## src/rtl/multicycle_controller_pkg.sv

```systemverilog
// Shared encodings for the multi-cycle RV32I control path and its ALU.
// Latency: none (types and constants only).
// Backpressure: not applicable.
package multicycle_controller_pkg;

  typedef enum logic [3:0] {
    S_FETCH, S_DECODE, S_EXEC_R, S_EXEC_I, S_ALU_WB, S_MEM_ADDR, S_MEM_RD, S_MEM_WB,
    S_MEM_WR, S_BRANCH, S_JAL, S_JALR, S_JALR_T, S_JUMP_PC, S_LUI, S_HALT
  } state_t;

  // Which decode table the ALU decoder applies to funct3/funct7_5.
  typedef enum logic [1:0] {AC_ADD, AC_R, AC_I, AC_BR} alu_class_t;

  // ALU operation codes, shared with the ALU.
  localparam logic [2:0] ALU_ADD  = 3'b000;
  localparam logic [2:0] ALU_SUB  = 3'b001;
  localparam logic [2:0] ALU_AND  = 3'b010;
  localparam logic [2:0] ALU_OR   = 3'b011;
  localparam logic [2:0] ALU_SLT  = 3'b100;
  localparam logic [2:0] ALU_SLTU = 3'b101;
  localparam logic [2:0] ALU_XOR  = 3'b110;

  localparam logic [6:0] OP_R      = 7'b0110011;
  localparam logic [6:0] OP_I      = 7'b0010011;
  localparam logic [6:0] OP_LOAD   = 7'b0000011;
  localparam logic [6:0] OP_STORE  = 7'b0100011;
  localparam logic [6:0] OP_BRANCH = 7'b1100011;
  localparam logic [6:0] OP_JAL    = 7'b1101111;
  localparam logic [6:0] OP_JALR   = 7'b1100111;
  localparam logic [6:0] OP_LUI    = 7'b0110111;

  localparam logic [2:0] IMM_I = 3'b000;
  localparam logic [2:0] IMM_S = 3'b001;
  localparam logic [2:0] IMM_B = 3'b010;
  localparam logic [2:0] IMM_J = 3'b011;
  localparam logic [2:0] IMM_U = 3'b100;

  localparam logic [1:0] SRCA_PC    = 2'b00;
  localparam logic [1:0] SRCA_OLDPC = 2'b01;
  localparam logic [1:0] SRCA_RS1   = 2'b10;

  localparam logic [1:0] SRCB_RS2  = 2'b00;
  localparam logic [1:0] SRCB_IMM  = 2'b01;
  localparam logic [1:0] SRCB_FOUR = 2'b10;

  localparam logic [1:0] RES_ALUOUT = 2'b00;
  localparam logic [1:0] RES_DATA   = 2'b01;
  localparam logic [1:0] RES_ALU    = 2'b10;
  localparam logic [1:0] RES_IMM    = 2'b11;

endpackage

```

## src/rtl/multicycle_controller_alu_decoder.sv

```systemverilog
// Maps (alu_class, funct3, funct7_5) to an ALU op code and an unsupported-funct3 flag.
// Latency: purely combinational.
// Backpressure: none.
module alu_decoder
  import multicycle_controller_pkg::*;
(
  input  logic [1:0] alu_class,
  input  logic [2:0] funct3,
  input  logic       funct7_5,
  output logic [2:0] alu_op,
  output logic       illegal_f3
);

  // Decode table; shifts and unassigned branch funct3 values are flagged.
  always_comb begin
    alu_op     = ALU_ADD;
    illegal_f3 = 1'b0;
    case (alu_class)
      AC_R, AC_I: begin
        case (funct3)
          3'b000:  alu_op = (alu_class == AC_R && funct7_5) ? ALU_SUB : ALU_ADD;
          3'b010:  alu_op = ALU_SLT;
          3'b011:  alu_op = ALU_SLTU;
          3'b100:  alu_op = ALU_XOR;
          3'b110:  alu_op = ALU_OR;
          3'b111:  alu_op = ALU_AND;
          default: illegal_f3 = 1'b1;
        endcase
      end
      AC_BR: begin
        case (funct3)
          3'b000, 3'b001: alu_op = ALU_SUB;
          3'b100, 3'b101: alu_op = ALU_SLT;
          3'b110, 3'b111: alu_op = ALU_SLTU;
          default:        illegal_f3 = 1'b1;
        endcase
      end
      default: alu_op = ALU_ADD;
    endcase
  end

endmodule

```

## src/rtl/multicycle_controller.sv

```systemverilog
// Control FSM for the multi-cycle RV32I datapath: fetch/decode/execute/memory/writeback sequencing.
// Latency: 3-5 states per instruction plus memory wait cycles; outputs decoded from state and IR fields.
// Backpressure: FETCH, MEM_RD and MEM_WR hold with a steady request until mem_ready.
module multicycle_controller
  import multicycle_controller_pkg::*;
#(
  parameter int FETCH_TIMEOUT = 0
) (
  input  logic        clk,
  input  logic        rst_n,
  input  logic [6:0]  op,
  input  logic [2:0]  funct3,
  input  logic        funct7_5,
  input  logic        zero,
  input  logic        mem_ready,
  output logic        mem_req,
  output logic        mem_write,
  output logic        adr_src,
  output logic        ir_write,
  output logic        pc_write,
  output logic        reg_write,
  output logic [1:0]  alu_src_a,
  output logic [1:0]  alu_src_b,
  output logic [2:0]  alu_op,
  output logic [1:0]  result_src,
  output logic [2:0]  imm_src,
  output logic        illegal,
  output logic [31:0] retired
);

  state_t     state, state_nxt;
  alu_class_t alu_class;
  logic [2:0] dec_op;
  logic       dec_ill;
  logic [31:0] wait_cnt;
  logic       timeout;
  logic       taken;

  // Timeout fires on the cycle that would be the FETCH_TIMEOUT-th unanswered fetch cycle.
  assign timeout = (FETCH_TIMEOUT > 0) && (wait_cnt == 32'(FETCH_TIMEOUT - 1));
  // beq/bge/bgeu take on zero; bne/blt/bltu take on !zero.
  assign taken   = zero ^ (funct3[2] ? ~funct3[0] : funct3[0]);

  // Select the ALU decode table for the current state.
  always_comb begin
    case (state)
      S_EXEC_R: alu_class = AC_R;
      S_EXEC_I: alu_class = AC_I;
      S_BRANCH: alu_class = AC_BR;
      default:  alu_class = AC_ADD;
    endcase
  end

  alu_decoder u_alu_decoder (
    .alu_class  (alu_class),
    .funct3     (funct3),
    .funct7_5   (funct7_5),
    .alu_op     (dec_op),
    .illegal_f3 (dec_ill)
  );

  // Next state and control outputs; everything stays zero while reset is asserted.
  always_comb begin
    state_nxt  = state;
    mem_req    = 1'b0;
    mem_write  = 1'b0;
    adr_src    = 1'b0;
    ir_write   = 1'b0;
    pc_write   = 1'b0;
    reg_write  = 1'b0;
    alu_src_a  = SRCA_PC;
    alu_src_b  = SRCB_RS2;
    alu_op     = ALU_ADD;
    result_src = RES_ALUOUT;
    imm_src    = IMM_I;
    if (rst_n) begin
      case (state)
        S_FETCH: begin
          mem_req = 1'b1;
          if (mem_ready) begin
            ir_write   = 1'b1;
            pc_write   = 1'b1;
            alu_src_b  = SRCB_FOUR;
            result_src = RES_ALU;
            state_nxt  = S_DECODE;
          end else if (timeout) begin
            state_nxt = S_HALT;
          end
        end
        S_DECODE: begin
          alu_src_a = SRCA_OLDPC;
          alu_src_b = SRCB_IMM;
          imm_src   = IMM_B;
          case (op)
            OP_R:               state_nxt = S_EXEC_R;
            OP_I:               state_nxt = S_EXEC_I;
            OP_LOAD, OP_STORE:  state_nxt = S_MEM_ADDR;
            OP_BRANCH:          state_nxt = S_BRANCH;
            OP_JAL:             state_nxt = S_JAL;
            OP_JALR:            state_nxt = S_JALR;
            OP_LUI:             state_nxt = S_LUI;
            default:            state_nxt = S_HALT;
          endcase
        end
        S_EXEC_R, S_EXEC_I: begin
          alu_src_a = SRCA_RS1;
          alu_src_b = (state == S_EXEC_I) ? SRCB_IMM : SRCB_RS2;
          alu_op    = dec_op;
          state_nxt = dec_ill ? S_HALT : S_ALU_WB;
        end
        S_ALU_WB: begin
          reg_write = 1'b1;
          state_nxt = S_FETCH;
        end
        S_MEM_ADDR: begin
          alu_src_a = SRCA_RS1;
          alu_src_b = SRCB_IMM;
          imm_src   = (op == OP_STORE) ? IMM_S : IMM_I;
          state_nxt = (op == OP_STORE) ? S_MEM_WR : S_MEM_RD;
        end
        S_MEM_RD: begin
          mem_req = 1'b1;
          adr_src = 1'b1;
          if (mem_ready) state_nxt = S_MEM_WB;
        end
        S_MEM_WB: begin
          result_src = RES_DATA;
          reg_write  = 1'b1;
          state_nxt  = S_FETCH;
        end
        S_MEM_WR: begin
          mem_req   = 1'b1;
          mem_write = 1'b1;
          adr_src   = 1'b1;
          if (mem_ready) state_nxt = S_FETCH;
        end
        S_BRANCH: begin
          alu_src_a = SRCA_RS1;
          imm_src   = IMM_B;
          alu_op    = dec_op;
          if (dec_ill) begin
            state_nxt = S_HALT;
          end else begin
            pc_write  = taken;
            state_nxt = S_FETCH;
          end
        end
        S_JAL, S_JALR: begin
          alu_src_a  = SRCA_OLDPC;
          alu_src_b  = SRCB_FOUR;
          result_src = RES_ALU;
          reg_write  = 1'b1;
          imm_src    = IMM_J;
          state_nxt  = (state == S_JAL) ? S_JUMP_PC : S_JALR_T;
        end
        S_JUMP_PC: begin
          pc_write  = 1'b1;
          state_nxt = S_FETCH;
        end
        S_JALR_T: begin
          alu_src_a  = SRCA_RS1;
          alu_src_b  = SRCB_IMM;
          result_src = RES_ALU;
          pc_write   = 1'b1;
          state_nxt  = S_FETCH;
        end
        S_LUI: begin
          imm_src    = IMM_U;
          result_src = RES_IMM;
          reg_write  = 1'b1;
          state_nxt  = S_FETCH;
        end
        S_HALT:  state_nxt = S_HALT;
        default: state_nxt = S_HALT;
      endcase
    end
  end

  // State register.
  always_ff @(posedge clk or negedge rst_n) begin
    if (!rst_n) state <= S_FETCH;
    else        state <= state_nxt;
  end

  // Count consecutive unanswered fetch cycles.
  always_ff @(posedge clk or negedge rst_n) begin
    if (!rst_n)                           wait_cnt <= '0;
    else if (state == S_FETCH && !mem_ready) wait_cnt <= wait_cnt + 32'd1;
    else                                  wait_cnt <= '0;
  end

  // Sticky illegal flag and retired-instruction counter (last cycle = return to FETCH).
  always_ff @(posedge clk or negedge rst_n) begin
    if (!rst_n) begin
      illegal <= 1'b0;
      retired <= '0;
    end else begin
      if (state_nxt == S_HALT) illegal <= 1'b1;
      if (state != S_FETCH && state_nxt == S_FETCH) retired <= retired + 32'd1;
    end
  end

endmodule

```

## config.mk

```make
export PLATFORM = sky130hd
export DESIGN_NAME = multicycle_controller
export DESIGN_NICKNAME = d
export VERILOG_FILES = /design/src/rtl/multicycle_controller_pkg.sv /design/src/rtl/multicycle_controller_alu_decoder.sv /design/src/rtl/multicycle_controller.sv
export SDC_FILE = /design/constraint.sdc
export NUM_CORES = 1
export LEC_CHECK = 0
export BUFFER_PORTS_ARGS = -buffer_cell sky130_fd_sc_hd__buf_2
export CORE_MARGIN = 5
export CORE_UTILIZATION = 33
export CTS_CLUSTER_DIAMETER = 80
export DETAILED_ROUTE_END_ITERATION = 8
export SLEW_MARGIN = 20
export SYNTH_ARGS = -nofsm -noshare
export SYNTH_HDL_FRONTEND = slang
export SYNTH_SLANG_ARGS = --single-unit
```

## constraint.sdc

```tcl
create_clock -name clk -period 6.15 [get_ports clk]
set_clock_uncertainty 0.05 [all_clocks]
set_input_delay 1.23 -clock clk [delete_from_list [all_inputs] [get_ports clk]]
set_output_delay 1.23 -clock clk [all_outputs]
set_load 0.1 [all_outputs]
```

==> run metrics, run 1 <==
status=completed; Vias=2481; area delta synth->final=15.5%; drt pass-1 iters=4; commonest non-fill, non-tap cell in the layout=buf_2; Worst Setup End Kind=output port; Synth top area share=32.5%; crit-path max cell delay=0.83 ns; Reg2Reg Launch Point=state[1]; max frequency=214 MHz; Worst setup SP type=flop; type of the tightest min-delay check=flop to flop; Clock Root Buffer=clkbuf_8; Post-CTS Setup Bufs=0; Slew Limit Fails=0; total track usage=13.5%; CTS Hold Bufs=0; Core Area=8300 sq um; syn_nets=330; logic gate share of total power=62.9%; clock power share=11.5%; clk_lat worst skew=0.29 ns; DR vias/cell=5.34; post-DP HPWL=5160 um; clk sinks=37; Starting Density=34.3%; total gr overflow=0; Ports=66; Sequential Power Share=25.6%; Die Height=103 um; Final ANT Viol Nets=0; R2R cell count=11; Distinct cells, synth=61; Final setup viols=0; Cell Area, Synth=2850 sq um; Static Leak=1.58 nW; Die Wd=103 um; most frequent cells in the layout=65 x buf_2, 37 x dfrtp_1, 32 x xor2_1; Synth area leader=dfrtp_1; Hold Vio Cnt, Final=0; routed len/inst=15.1 um; synthesized flop and latch total=37; antenna diode instance count=0; Slew @ Worst Pin=0.889 ns; Max Cap Violations=0; setup ws final=1.48 ns; initial DRC count=89; Worst R2R End=retired[1]; pwr/cell area=461 nW/um^2; critical path's slowest cell=dfrtp_1; Site Rows=33; Worst Path Arrival=3.39 ns; final std cells w/o fill=465; Setup WS pre-CTS=1.66 ns; IO Port Bufs=65; full die area=10600 sq um; Reg2Reg Setup Slack=1.64 ns; Final GP Congestion=0.815; Total Wirelength=7020 um; cts bufs inserted=5; slew margin rel.=40.7%; synthesized instance count=307; setup_tns=0 ns; CP Cell Sequence=inv_1 -> or3_1 -> a21oi_1 -> inv_1 -> ha_1 -> or3_1 -> nor3_1 -> buf_2; largest cells by area after synthesis=dfrtp_1 32%, xor2_1 9.8%, nor4_2 8.8%; hold wc startpoint=retired[31]; initial antenna violation count=0; asr flop ratio synth=100%; Cell Int Power=0.000582 W; Reg clk slew, reported paths=0.07 ns; number of global-route vias before repair=2417; sw power=0.000935 W; VDD IR max=0.000288 V; unrepaired setup endpoints after global routing=false; Critical Path RT=4.87 ns; Sw Share=61.6%; Synth Area per Inst=9.28 sq um; Longest Clk Path Bufs=2; period utilization=76.0%; Placed Cells=458; post-CTS sizing=0; hold-critical path depth=1; Top FF cell, synth=dfrtp_1; DRC=0; fin nets=383; sequential cell area fraction in the yosys report=32.5%; hold-critical path endpoint=retired[31]; kind of critical path=flop to output port; largest net degree at the start of global routing=36; Yosys Warn Count=0; first-pass GRT wire length=11600 um; Post-synth EDFFs=0; CTS tree=done; number of H-tree levels=2; Max FO, Critical Path=25; fraction of layout cells with a size suffix above 1=29.4%; min Tclk post-route=4.67 ns
==> worst max path at each step <==
stage	start	depth (start not counted)	endpoint	slack, ns
2_1_floorplan	state[1]	9	alu_op[1]	0.57
3_3_place_gp	state[1]	11	retired[1]	1.81
3_5_place_dp	state[1]	11	retired[1]	1.66
4_1_cts	state[1]	8	alu_op[1]	1.47
5_1_grt	state[1]	8	alu_op[1]	1.26
6_report	state[1]	8	alu_op[1]	1.48
==> final cells by class <==
class / instances / area (sq um)
Fill cell: 823 / 5010
Multi-Input combinational cell: 234 / 1750
Sequential cell: 37 / 926
Timing Repair Buffer: 68 / 348
Tap cell: 105 / 131
Clock buffer: 7 / 86.3
Inverter: 14 / 52.6
==> routing by layer <==
metal	vias to the layer above	share of wire, %	track usage [%]
met3	8	6.4	2.77
met4	0	1.0	3.69
met1	1178	47	18.8
li1	1222	-	-
met5	-	0	0
met2	73	46	21.2
==> worst max-delay path: cells and delay by family (launching register included) <==
family                     cells  cell delay, ns
buffers and inverters          3            0.77
adders and majority gates      1            0.23
AOI/OAI and AO/OA              1            0.26
DFF                            1            0.83
and+or+nand+nor                3            0.99
==> cells in the mapped netlist, drive strengths merged, types with 3 or more instances <==
master and n:
xor2 32, nor2 20, inv 13, ha 8, nand3 14, xnor2 5
nor2b 9, nand4 11, dfrtp 37, or3 4, buf 16, and4 4
nor3 13, o31ai 3, and2 3, nor4 26, a21oi 10, clkbuf 6
and3 4, or2 3, a32oi 3, nand2 22
==> power by group through the flow <==
stage	registers, W	clock network [W]	logic (W)
finish	0.000388	0.000174	0.000954
global route	0.000401	0.000190	0.00102
CTS	0.000388	0.000178	0.000960
detailed placement	0.000392	0	0.000955
global placement	0.000392	0	0.000951
floorplan	0.000511	0	0.000724
==> flip-flops by register name, indices dropped and copies added (netlist names) <==
name,flops
retired,32
illegal,1
state,4
==> stage by stage <==
stage | util [%] | area [sq um] | hold slack, ns | power (W)
global route | 39.7 | 3290 | 0.450 | 0.00161
CTS | 39.7 | 3290 | 0.422 | 0.00153
finish | 39.7 | 3290 | 0.421 | 0.00152
floorplan | - | 2850 | 0.706 | 0.00124
global placement | 38.6 | 3210 | 0.412 | 0.00134
detailed placement | 38.6 | 3210 | 0.412 | 0.00135
==> logic make-up (layout without fill, tap and decap cells) <==
logic type,Yosys count,count (layout),share of synthesized area (%)
AOI/OAI and AO/OA,38,38,10.5
xor gates and xnor gates,37,37,11.4
adders and majority gates,8,8,3.51
buffers and inverters,36,89,6.15
DFF,37,37,32.5
muxes,4,4,1.49
and+or+nand+nor,147,147,34.5
Power figures use the tool's default switching activity.
==> inputs of run 2 (changes only) <==
==> constraint.sdc (replaced) <==
create_clock -name clk -period 4.9 [get_ports clk]
set_clock_uncertainty 0.05 [all_clocks]
set_input_delay 0.98 -clock clk [delete_from_list [all_inputs] [get_ports clk]]
set_output_delay 0.98 -clock clk [all_outputs]
set_load 0.1 [all_outputs]
==> run 2 against run 1 <==
  * First-iteration DRC count rose by 16%
  * Core utilization up 0.42 points
  * Die area unchanged
  * Clock power up 36%
  * Critical endpoint is now retired[20]
  * Largest cell class unchanged
==> run metrics, run 2 (synthesized netlist as in run 1, its figures left out) <==
status=completed; Sw Share=61.0%; Slew Limit Fails=0; IO Port Bufs=65; Die Height=103 um; period utilization=87.0%; max FFs per register=32; type of the tightest min-delay check=flop to flop; Cell Int Power=0.000768 W; first-pass GRT wire length=11900 um; clk sinks=37; DR vias/cell=5.33; antenna diode instance count=0; Worst setup SP type=flop; Fillers=831; Ports=66; CTS Hold Bufs=0; Final setup viols=0; logic gate share of total power=64.2%; sw power=0.00120 W; unrepaired setup endpoints after global routing=false; drt pass-1 iters=4; Final ANT Viol Nets=0; Max Cap Violations=0; post-CTS sizing=0; Starting Density=34.3%; clk_lat worst skew=0.29 ns; total gr overflow=0; Post-CTS Setup Bufs=0; fraction of layout cells with a size suffix above 1=30.6%; Max FO, Critical Path=22; Worst Setup End Kind=flop; fin nets=385; most frequent cells in the layout=65 x buf_2, 37 x dfrtp_1, 32 x xor2_1; Final GP Congestion=0.851; Top reg by flops=retired; number of global-route vias before repair=2443; number of H-tree levels=2; routed len/inst=15.4 um; Reg2Reg Launch Point=state[0]; setup_tns=0 ns; Die Wd=103 um; Setup WS pre-CTS=0.720 ns; largest registers=retired: 32 flops, state: 4 flops, illegal: 1 flops; Longest Clk Path Bufs=2; cts bufs inserted=5; Reg2Reg Setup Slack=0.64 ns; DRC=0; Critical Path Start=state[0]; VDD IR max=0.000489 V; Reg clk slew, reported paths=0.07 ns; post-DP HPWL=5220 um; Vias=2493; Static Leak=1.60 nW; kind of critical path=flop to flop; clock power share=12.0%; pwr/cell area=591 nW/um^2; hold wc startpoint=retired[31]; initial DRC count=103; largest net degree at the start of global routing=56; slew margin rel.=47.9%; full die area=10600 sq um; Worst Path Arrival=4.37 ns; Sequential Power Share=23.7%; CTS tree=done; max frequency=235 MHz; Clock Root Buffer=clkbuf_8; initial antenna violation count=0; Site Rows=33; commonest non-fill, non-tap cell in the layout=buf_2; setup ws final=0.639 ns; Hold Vio Cnt, Final=0; Total Wirelength=7200 um; Core Area=8300 sq um; Critical Path RT=5.01 ns; Slew @ Worst Pin=0.775 ns; min Tclk post-route=4.26 ns; total track usage=13.9%; area delta synth->final=16.8%
run 2: cell count changes in the layout (fill, tap and decap cells not counted), sizes merged:
| cell | change |
|---|---|
| clkinv | +1 |
| buf | +2 |
run 2: area by class of cell:
| class | count | area, sq um | area share [%] |
|---|---|---|---|
| Multi-Input combinational cell | 234 | 1750 | 52.7 |
| Sequential cell | 37 | 926 | 27.8 |
| Timing Repair Buffer | 70 | 363 | 10.9 |
| Tap cell | 105 | 131 | 3.95 |
| Clock buffer | 7 | 96.3 | 2.90 |
| Inverter | 14 | 52.6 | 1.58 |
| Clock inverter | 1 | 5.00 | 0.150 |
run 2: critical path, stage by stage, from the launching register on:
cell,delay (ns)
dfrtp_1,0.78
nor2b_1,0.36
nand2_1,0.09
a21oi_1,0.27
ha_1,0.34
nor3_1,0.23
a32oi_2,0.12
o311a_1,0.39
a221oi_1,0.40
or2_2,0.53
buf_4,0.35
nor4_2,0.09
xor2_1,0.15
run 2: final timing paths:
| path | endpoint | cells after the start |
|---|---|---|
| min in group asynchronous | retired[29] | 2 |
| min | retired[31] | 1 |
| max reg2reg | retired[20] | 12 |
| max in group asynchronous | state[3] | 2 |
| max | retired[20] | 12 |
| min reg2reg | retired[31] | 1 |
run 2: layer usage:
layer | part of all wire (%) | GRT usage, % | wire length (um) | vias up
met5 | 0 | 0 | 0 | -
met4 | 1.6 | 4.68 | 116 | 0
met3 | 6.1 | 2.71 | 442 | 12
met2 | 46 | 22.2 | 3320 | 78
met1 | 46 | 18.7 | 3320 | 1174
li1 | - | - | - | 1229
run 2: power groups by stage:
stage / clock network (W) / logic [W] / registers (W)
final: 0.000236 / 0.00126 / 0.000466
after global routing: 0.000256 / 0.00134 / 0.000484
after CTS: 0.000243 / 0.00127 / 0.000465
after detailed placement: 0 / 0.00126 / 0.000469
after global placement: 0 / 0.00125 / 0.000468
after floorplan: 0 / 0.000911 / 0.000642
run 2: stage by stage:
step           cell area, sq um  util [%]  total power, W  cells  hold slack (ns)
5_1_grt                    3330      40.1         0.00208    468            0.443
2_1_floorplan              2850         -         0.00155    307            0.634
4_1_cts                    3330      40.1         0.00197    468            0.421
3_5_place_dp               3230      38.9         0.00173    460            0.411
3_3_place_gp               3230      38.9         0.00172    460            0.402
6_report                   3330      40.1         0.00197    468            0.414
==> inputs of run 3 (changes only) <==
--- a/config.mk
+++ b/config.mk
@@ -5,6 +5,7 @@
 export SDC_FILE = /design/constraint.sdc
 export NUM_CORES = 1
 export LEC_CHECK = 0
+export ABC_AREA = 1
 export BUFFER_PORTS_ARGS = -buffer_cell sky130_fd_sc_hd__buf_2
 export CORE_MARGIN = 5
 export CORE_UTILIZATION = 33
==> run 3 against run 2 <==
  * Wire length rose by 20%
  * Critical path depth stayed put
  * Final cell count up 43%
  * Maximum frequency rose by 12%
  * Final area increased by 8.5%
  * Sequential share of layout area decreased by 2.2 points
  * Register-to-register slack better by 0.77 ns
  * Core utilization shrank 1.0 points
  * Synthesized cell count increased by 57%
  * Critical path type is now flop to output port
  * Critical endpoint is now pc_write
  * Largest cell class unchanged
  * Largest power group unchanged
==> run metrics, run 3 <==
status=completed; number of H-tree levels=2; asr flop ratio synth=100%; post-DP HPWL=6600 um; Core Area=9240 sq um; drt pass-1 iters=4; Setup WS pre-CTS=1.43 ns; unrepaired setup endpoints after global routing=false; hold-critical path depth=2; Post-CTS Setup Bufs=0; Setup crit end=pc_write; routed len/inst=12.9 um; post-synthesis mux area share=0%; Top FF cell, synth=dfrtp_1; Slew @ Worst Pin=0.676 ns; Synth Area per Inst=6.51 sq um; Post-synth EDFFs=0; largest family of logic cells by synthesized area=simple AND/OR/NAND/NOR gates; CTS Hold Bufs=0; Final ANT Viol Nets=0; WP depth=12; largest net degree at the start of global routing=45; total gr overflow=0; Static Leak=1.93 nW; Synth top area share=29.6%; pwr/cell area=502 nW/um^2; commonest cells in the netlist=152 x nand2_1, 60 x nor2_1, 52 x inv_1, 43 x nand4_1, 37 x dfrtp_1; Reg2Reg Launch Point=state[1]; total track usage=15.3%; Post-Synth Adder-Cell Area=3.19%; sequential cell area fraction in the yosys report=29.6%; Synth Area in Simple Gates=47.3%; Cell Area, Synth=3130 sq um; Crit path top cell by count=nand2_1; Reg clk slew, reported paths=0.07 ns; area delta synth->final=15.2%; Distinct cells, synth=34; Slew Limit Fails=0; setup ws final=1.08 ns; commonest non-fill, non-tap cell in the layout=nand2_1; kind of critical path=flop to output port; fin nets=563; Ports=66; setup_tns=0 ns; top-count cell post-synth=nand2_1; IO Port Bufs=65; Vias=3288; syn_nets=504; slew margin rel.=54.9%; synthesized flop and latch total=37; R2R cell count=18; initial antenna violation count=0; Fillers=1002; fraction of layout cells with a size suffix above 1=16.5%; xor/xnor share of the synthesized area=5.59%; Max Cap Violations=0; cts bufs inserted=5; post-CTS sizing=0; crit-path max cell delay=0.46 ns; DR vias/cell=4.91; Max FO, Critical Path=6; DRC=0; Seq. cell area=926 sq um; Top reg by flops=retired; Final setup viols=0; CTS tree=done; Critical Path Start=state[1]; max FFs per register=32; Longest Clk Path Bufs=2; Largest delay share family, worst path=simple AND/OR/NAND/NOR gates; Worst Path Arrival=2.79 ns; type of the tightest min-delay check=flop to flop; critical path's slowest cell=buf_2; Hold Vio Cnt, Final=0; Worst setup SP type=flop; WP buf/inv=2; Critical Path RT=3.87 ns; clk_lat worst skew=0.30 ns; Synth area leader=dfrtp_1; Die Wd=107 um; Worst Setup End Kind=output port; period utilization=77.9%; CP Cell Sequence=inv_2 -> nand2_1 -> nor3_2 -> nor2_1 -> ha_1 -> nor2_1 -> nand3_1 -> nand2_1 -> a21oi_1 -> nand2_1 -> a31oi_1 -> buf_2; first-pass GRT wire length=14800 um; largest cells by area after synthesis=dfrtp_1 30%, nand2_1 18%, nand4_1 8.6%; Clock Root Buffer=clkbuf_8; Final GP Congestion=0.904; clk sinks=37; Total Wirelength=8650 um; antenna diode instance count=0; number of global-route vias before repair=3153; largest registers=retired: 32 flops, state: 4 flops, illegal: 1 flops; Worst R2R End=retired[1]; Die Height=107 um; Reg2Reg Setup Slack=1.41 ns; Yosys Warn Count=0; initial DRC count=169; synthesized instance count=481; Multi-input gate area=1900 sq um; max frequency=262 MHz; min Tclk post-route=3.82 ns; Compound-Gate Fraction of Synth Area=4.47%; Starting Density=33.9%; full die area=11500 sq um; VDD IR max=0.000268 V; Site Rows=35; most frequent cells in the layout=152 x nand2_1, 65 x buf_2, 60 x nor2_1
==> run 3: area by class of cell <==
class | count | area share, %
multi-input cells | 375 | 52.5
inverters | 55 | 5.72
clock buffers | 7 | 2.39
well taps | 129 | 4.47
flip-flops and latches | 37 | 25.6
repair buffers | 66 | 9.22
==> run 3: metal layers <==
layer | track usage [%] | vias to the layer above | part of all wire (%)
li1 | - | 1685 | -
met1 | 20.9 | 1494 | 47
met2 | 24.4 | 93 | 44
met3 | 3.18 | 16 | 6.9
met4 | 4.51 | 0 | 1.8
met5 | 0 | - | 0
==> run 3: worst min-delay path by stage <==
stage / from / to / slack, ns
final: illegal / illegal / 0.41
after global routing: illegal / illegal / 0.46
after CTS: illegal / illegal / 0.42
after detailed placement: illegal / illegal / 0.40
after global placement: illegal / illegal / 0.40
after floorplan: state[3] / state[3] / 0.55
==> run 3: cells by family (layout without fill, tap and decap cells) <==
logic type,count (synthesis),in the layout
buf+inv,69,128
flops,37,37
simple gates,321,321
fa+ha+maj,8,8
xor+xnor,20,20
compound gates,26,26
==> run 3: power by group <==
part | internal, W | switching (W) | leakage, nW | total, W
Combinational | 0.000215 | 0.000989 | 1.39 | 0.00120
Clock | 0.000112 | 0.000107 | 0.0443 | 0.000218
Sequential | 0.000339 | 0.0000518 | 0.503 | 0.000391
Total | 0.000666 | 0.00115 | 1.93 | 0.00181
==> run 3: metrics by stage <==
stage / hold slack [ns] / cells / total power (W) / util, % / area (sq um)
6_report: 0.410 / 669 / 0.00181 / 39.1 / 3610
3_3_place_gp: 0.399 / 662 / 0.00158 / 38.1 / 3520
5_1_grt: 0.458 / 669 / 0.00193 / 39.1 / 3610
3_5_place_dp: 0.403 / 662 / 0.00160 / 38.1 / 3520
4_1_cts: 0.421 / 669 / 0.00182 / 39.1 / 3610
2_1_floorplan: 0.549 / 481 / 0.00148 / - / 3130
==> run 3: tightest hold or removal path, stage by stage (launching register included) <==
cell	delay, ns
dfrtp_1	0.34
inv_1	0.04
nand2_1	0.05
